===== src/rtl/uart_pkg.sv =====
// Shared UART definitions: data width, default FIFO depth, line levels and
// a width helper used by the transmitter, receiver and their buffers.
package uart_pkg;

   localparam int unsigned UART_DATA_W     = 8;
   localparam int unsigned UART_FIFO_DEPTH = 16;

   localparam logic START_BIT = 1'b0;
   localparam logic STOP_BIT  = 1'b1;
   localparam logic IDLE      = 1'b1;

   typedef logic [UART_DATA_W-1:0] uart_byte_t;

   // Smallest r with 2**r >= v; usable in constant expressions.
   function automatic int unsigned clog2(input int unsigned v);
      int unsigned r;
      r = 0;
      for (int unsigned i = 0; i < 32; i++) begin
         if ((64'd1 << i) < 64'(v)) r = i + 1;
      end
      return r;
   endfunction

endpackage


===== src/rtl/uart_fifo_mem.sv =====
// Byte storage for the TX FIFO: synchronous write port, asynchronous read
// port so the head entry is visible without a read cycle.
module uart_fifo_mem
   import uart_pkg::*;
#(
   parameter int unsigned DATA_W = UART_DATA_W,
   parameter int unsigned DEPTH  = UART_FIFO_DEPTH,
   parameter int unsigned ADDR_W = clog2(DEPTH)
) (
   input  logic              clk,
   input  logic              wr_en,
   input  logic [ADDR_W-1:0] wr_addr,
   input  logic [DATA_W-1:0] wr_data,
   input  logic [ADDR_W-1:0] rd_addr,
   output logic [DATA_W-1:0] rd_data
);

   logic [DATA_W-1:0] mem [DEPTH];

   always_ff @(posedge clk) begin
      if (wr_en) mem[wr_addr] <= wr_data;
   end

   assign rd_data = mem[rd_addr];

endmodule


===== src/rtl/uart_tx_byte_fifo.sv =====
// Show-ahead byte FIFO feeding the UART transmitter, with level flags and a
// sticky overflow flag; all flags come from the registered occupancy count.
module uart_tx_byte_fifo
   import uart_pkg::*;
#(
   parameter int unsigned DATA_W    = UART_DATA_W,
   parameter int unsigned DEPTH     = UART_FIFO_DEPTH,
   parameter int unsigned AFULL_LVL = 12
) (
   input  logic                       clk,
   input  logic                       rst,
   input  logic [DATA_W-1:0]          wr_data,
   input  logic                       wr_valid,
   output logic                       wr_ready,
   output logic [DATA_W-1:0]          rd_data,
   output logic                       rd_valid,
   input  logic                       rd_ready,
   output logic [clog2(DEPTH+1)-1:0]  count,
   output logic                       full,
   output logic                       empty,
   output logic                       afull,
   output logic                       overflow
);

   localparam int unsigned PTR_W = clog2(DEPTH);
   localparam int unsigned CNT_W = clog2(DEPTH + 1);
   localparam logic [CNT_W-1:0] FULL_CNT  = CNT_W'(DEPTH);
   localparam logic [CNT_W-1:0] AFULL_CNT = CNT_W'(AFULL_LVL);

   logic [PTR_W-1:0] wr_ptr;
   logic [PTR_W-1:0] rd_ptr;
   logic             push;
   logic             pop;

   always_comb begin
      full     = (count == FULL_CNT);
      empty    = (count == '0);
      afull    = (count >= AFULL_CNT);
      wr_ready = !full;
      rd_valid = !empty;
      push     = wr_valid && wr_ready;
      pop      = rd_valid && rd_ready;
   end

   // Pointers wrap naturally since DEPTH is a power of two; fullness is
   // tracked by count so equal pointers are never ambiguous.
   always_ff @(posedge clk) begin
      if (rst) begin
         wr_ptr   <= '0;
         rd_ptr   <= '0;
         count    <= '0;
         overflow <= 1'b0;
      end else begin
         if (push) wr_ptr <= wr_ptr + 1'b1;
         if (pop)  rd_ptr <= rd_ptr + 1'b1;
         unique case ({push, pop})
            2'b10:   count <= count + 1'b1;
            2'b01:   count <= count - 1'b1;
            default: ;
         endcase
         if (wr_valid && full) overflow <= 1'b1;
      end
   end

   uart_fifo_mem #(
      .DATA_W (DATA_W),
      .DEPTH  (DEPTH),
      .ADDR_W (PTR_W)
   ) u_mem (
      .clk     (clk),
      .wr_en   (push),
      .wr_addr (wr_ptr),
      .wr_data (wr_data),
      .rd_addr (rd_ptr),
      .rd_data (rd_data)
   );

endmodule

===== config.mk =====
export PLATFORM = sky130hd
export DESIGN_NAME = uart_tx_byte_fifo
export DESIGN_NICKNAME = d
export VERILOG_FILES = /design/src/rtl/uart_pkg.sv /design/src/rtl/uart_fifo_mem.sv /design/src/rtl/uart_tx_byte_fifo.sv
export SDC_FILE = /design/constraint.sdc
export NUM_CORES = 1
export LEC_CHECK = 0
export ABC_CLOCK_PERIOD_IN_PS = 5450
export CAP_MARGIN = 20
export CORE_ASPECT_RATIO = 2
export CORE_MARGIN = 5
export CORE_UTILIZATION = 35
export CTS_BUF_LIST = sky130_fd_sc_hd__clkbuf_8
export DETAILED_ROUTE_END_ITERATION = 7
export PLACE_DENSITY = 0.56
export SLEW_MARGIN = 20
export SYNTH_ARGS = -nofsm -noshare
export SYNTH_HDL_FRONTEND = slang
export SYNTH_SLANG_ARGS = --single-unit

===== constraint.sdc =====
create_clock -name clk -period 5.45 [get_ports clk]
set_clock_uncertainty 0.15 [all_clocks]
set_input_delay 1.09 -clock clk [delete_from_list [all_inputs] [get_ports clk]]
set_output_delay 1.09 -clock clk [all_outputs]
set_load 0.005 [all_outputs]

# After elaboration in Yosys (flattened, before gate mapping)
# Memory sizes are Yosys's and may differ from the RTL's. A register that Yosys moved wholly into a read port is not among the register bits.
# Cells that the tools add are included.
# op_classes
reduce_logical	7
eq_ne	3
magnitude_cmp	1
n_div	0
n_mul	0
muxes	5
add_sub_neg	4
shifts	0
bitwise_logic	0
# op_table
operator	n
$pmux 5 s2	1
$add 4x1->4 const B	2
$mux 4	2
$add 5x1->5 const B	1
$eq 5x5->1 const B	1
$ge 5x4->1 const B	1
$logic_not 5->1	1
$sub 5x1->5 const B	1
$logic_and 1x1->1	3
$eq 2x1->1 const B	1
$eq 2x2->1 const B	1
$logic_not 1->1	2
$mux 1	2
$reduce_bool 2->1	1
# totals
memories	1
wordCells	25
ramBits	128
latchBits	0
ff_bits	14
input_bits	12
rom_bits	0
out_inout_bits	19
# mem_list
name	words	width	rd	rd_ports_with_merged_regs	write_ports	line	source
u_mem.mem	16	8	1	1	1	uart_fifo_mem.sv:18	logic [DATA_W-1:0] mem [DEPTH];

# Depth between registers and ports, before layout
# logic_depth
ltp_word	5
depth_mapped	13
depth_no_buf	10

# By module
# A second synthesis with hierarchy kept.
# unflattened
cells_unflattened	306
hier_area_um2	5739.3
# by_module_without_submodules
mod	cells_each	seq_area_each_um2	n_inst	area_per_inst_um2
uart_fifo_mem	221	3843.7	1	4987.3
uart_tx_byte_fifo	85	280.3	1	752.0

# Worst setup path after synthesis
# Ideal clock, no wire load.
# synth_timing
path_kind	input to register
from	input wr_valid
to	register count[4]
cell_stages	10
setup_time_ps	123
t_arrival_ps	3058
slack_ps	2119
path_cell_list	a21boi_1 inv_1 ha_1 clkbuf_1 xor2_1 ha_1 inv_1 a21o_1 a221oi_1 mux2_1
# synth_between
elab_chain_cells	3
# synth_rtl
element	line	source
from (decl)	uart_tx_byte_fifo.sv:13	input logic wr_valid,
$logic_and 1x1->1 *	uart_tx_byte_fifo.sv:41	push = wr_valid && wr_ready;
$eq 2x1->1 or $eq 2x2->1 (tied branches)	uart_tx_byte_fifo.sv:56	unique case ({push, pop})
$pmux 5 s2 or $reduce_bool 2->1 (tied branches)	n/a	
to (signal assigned)	uart_tx_byte_fifo.sv:57	2'b10: count <= count + 1'b1;
to (signal assigned)	uart_tx_byte_fifo.sv:58	2'b01: count <= count - 1'b1;
to (decl)	uart_tx_byte_fifo.sv:18	output logic [clog2(DEPTH+1)-1:0] count,
# Every way passes the cells marked *; elsewhere a longest branch is shown, timed or not.
# A chain may end at the register's enable or synchronous reset.

==> impl_metrics.toml <==
[floorplan]
core_area_mm2 = 0.0167
initial_core_util_pct = 35.3
die-area_mm2 = 0.0197
row_count = 67
io_pins = 31
fp.dieH_um = 193
die_w_um = 102

[detailed_routing]
vias = 2980
dr.first_iter.drc_count = 161
wirelength_mm = 12.0
dr.pass1.iters = 6
drc = 0
vias_per_cell = 5.07
routedWlPerCell_um = 20.4
ant_nets = 0

[timing]
grt_setup_unrepaired = "false"
fin_ws_ps = 1400
setup_viol = 0
fin_setup_tns_ps = 0
maxSlewViolCount = 0
slew_headroom_pct = 27.6
period_needed_ps = 4050
fmax_mhz = 247
period_share_pct = 74.3
final_hold_viol_count = 0
worst_pin_slew_ps = 1080

[grt]
grt_max_degree = 33
grt_pass1_wl_mm = 18.4
grt_usage_pct = 13.0
met1_usage_pct = 13.7
gr-usage-met3_pct = 3.24
overflow = 0
grt_pass1_vias = 3198
gr-usage-met2_pct = 23.7
antenna_found_initial = 0
busiest_layer = "met2"

[setup_path]
critPathMaxStageDelay_ps = 610
cp.arrival_ps = 2810
crit_chain = "buf_4 -> mux4_2 -> a22oi_1 -> nand2_1 -> clkdlybuf4s50_1"
r2r_slack_ps = 2280
crit_path_top_delay_cell = "dfxtp_2"
cp.required_ps = 4210
rr_endpoint = "count[4]"
endpoint_kind = "output port"
rr_startpoint = "count[1]"
critical_path_class = "reg -> out"
crit_path_start_kind = "register"
cp_max_fo = 12
rr_worst_depth = 10

[power]
power_density_mw_per_mm2 = 425
ir_drop_mv = 0.255
power_leakage_uw = 0.00225
total_power_uw = 2920

[cts]
cts_root_buf = "clkbuf_8"
clkLatencyLatePin_ps = 440
cts_hold_buf = 0
cts_resized = 0
cts_made_buffers = 17
clockBufferDepth = 2
clock-sinks = 146
cts_tree = "yes"
cts_setup_buffers = 0
path_clk_slew_ps = 80
htree_levels = 4

[synth]
synth.top_cell.area_share_pct = 65.3
synthesis.nets = 353
syn_area_per_cell_um2 = 17.7
synth_edf_count = 128
synthCells = 333
synth.area.top_cells = "edfxtp_1 65%, mux4_2 12%, dfxtp_1 6.1%"
synth-seq-cells = 146
yosysWarnings = 0
ys_seq_area_share_pct = 71.5
ys_types = 43
synth-main-ff-cell = "edfxtp_1"
yosysMostFrequentCell = "edfxtp_1"
netlist_area_mm2 = 0.00588
synth_top_area_cell = "edfxtp_1"
async_reset_ff_share_pct = 0
yosys-top-cells-count = "128 x edfxtp_1, 34 x nor2_1, 32 x mux4_2, 18 x dfxtp_1, 17 x nand2_1"

[worst_hold_path]
min_from = "overflow"
hp-class = "reg -> reg"
hold_path_end = "overflow"
min_delay_path_depth = 2

[layout]
seqCellArea_mm2 = 0.00421
area_delta_synth_final_pct = 16.8
final_area_mm2 = 0.00687
finalNonFillerCells = 588
diodes = 0
multi_input_area_mm2 = 0.00155
drive_gt1_share_pct = 19.7
num-nets-final = 389
fillCellCount = 1488

[flow_run]
cap_violations = 0

[place]
post-place-ws_ps = 1290
placed_cells = 557
placedInstanceArea_mm2 = 0.00640
dp_hpwl_mm = 8.36
place_congestion = 0.754
portBuffers = 30

[status]
status = "finished clean"
-- logic make-up after synthesis --
family | count (synthesis) | share of synthesized area (%)
buffers and inverters | 29 | 2.19
and+or+nand+nor | 73 | 5.81
AOI/OAI and AO/OA | 33 | 4.68
DFF | 146 | 71.5
muxes | 36 | 13.0
xor gates and xnor gates | 8 | 1.19
adders and majority gates | 8 | 1.70
-- layer usage --
layer  up-vias  share of wire (%)
met5         -                  0
met4         0                2.8
met3        19                3.3
met2        67                 58
met1      1517                 36
li1       1377                  -
-- power by group --
part / leakage [uW] / switching, uW / total, uW / internal (uW)
sequential: 0.00130 / 63.6 / 1330 / 1270
clock: 0.000233 / 393 / 982 / 588
combinational: 0.000717 / 284 / 607 / 323
total: 0.00225 / 741 / 2920 / 2180
-- flip-flops by register name, summed over array words and instances, names as in the netlist, named ones only --
signal and cells:
overflow 1, u_mem.mem 128, rd_ptr 4, count 5, wr_ptr 4
-- final cells by class --
cell class              instances  share of cell area (%)
multi-input cells             158                    22.5
clock inverters                14                    3.44
flip-flops and latches        146                    61.2
inverters                       9                   0.492
repair buffers                 37                    5.14
clock buffers                  17                    3.41
well taps                     207                    3.77
-- critical path, delay by kind of cell (launching register included) --
| kind | cells | cell delay [ps] |
|---|---|---|
| flops | 1 | 610 |
| mux | 1 | 540 |
| buf+inv | 2 | 770 |
| simple gates | 1 | 120 |
| compound gates | 1 | 330 |
-- stage by stage --
stage	hold WS, ps	util, %
floorplan	311	-
global placement	317	38.4
detailed placement	316	38.4
CTS	332	41.2
global route	390	41.2
finish	329	41.2
-- cells in the final DEF (no fill, tap or decap), types with 2 or more instances in the layout --
cell / synthesis / routed
edfxtp_1: 128 / 128
nor3_1: 6 / 6
and3_1: 2 / 2
buf_4: 0 / 7
nor2_1: 34 / 34
nand2b_1: 3 / 3
nor2b_1: 2 / 2
mux4_2: 32 / 32
ha_1: 8 / 8
clkinv_2: 0 / 2
clkinv_4: 0 / 3
clkbuf_8: 0 / 17
a21oi_1: 2 / 2
bufinv_16: 0 / 6
inv_1: 9 / 9
o21a_1: 2 / 2
dfxtp_1: 18 / 17
xor2_1: 7 / 7
nand2_1: 17 / 17
a22oi_1: 16 / 16
clkdlybuf4s50_1: 0 / 30
mux2i_1: 3 / 3
o211ai_2: 2 / 2
-- worst max-delay path by stage --
stage,from,endpoint,slack [ps],cells after the start
2_1_floorplan,wr_valid,count[4],2120,10
3_3_place_gp,wr_valid,count[4],1370,10
3_5_place_dp,wr_valid,count[4],1290,9
4_1_cts,register,rd_data[7],1320,5
5_1_grt,register,rd_data[6],1190,5
6_report,register,rd_data[7],1400,5
No activity file was read; power rests on OpenSTA's default activity.
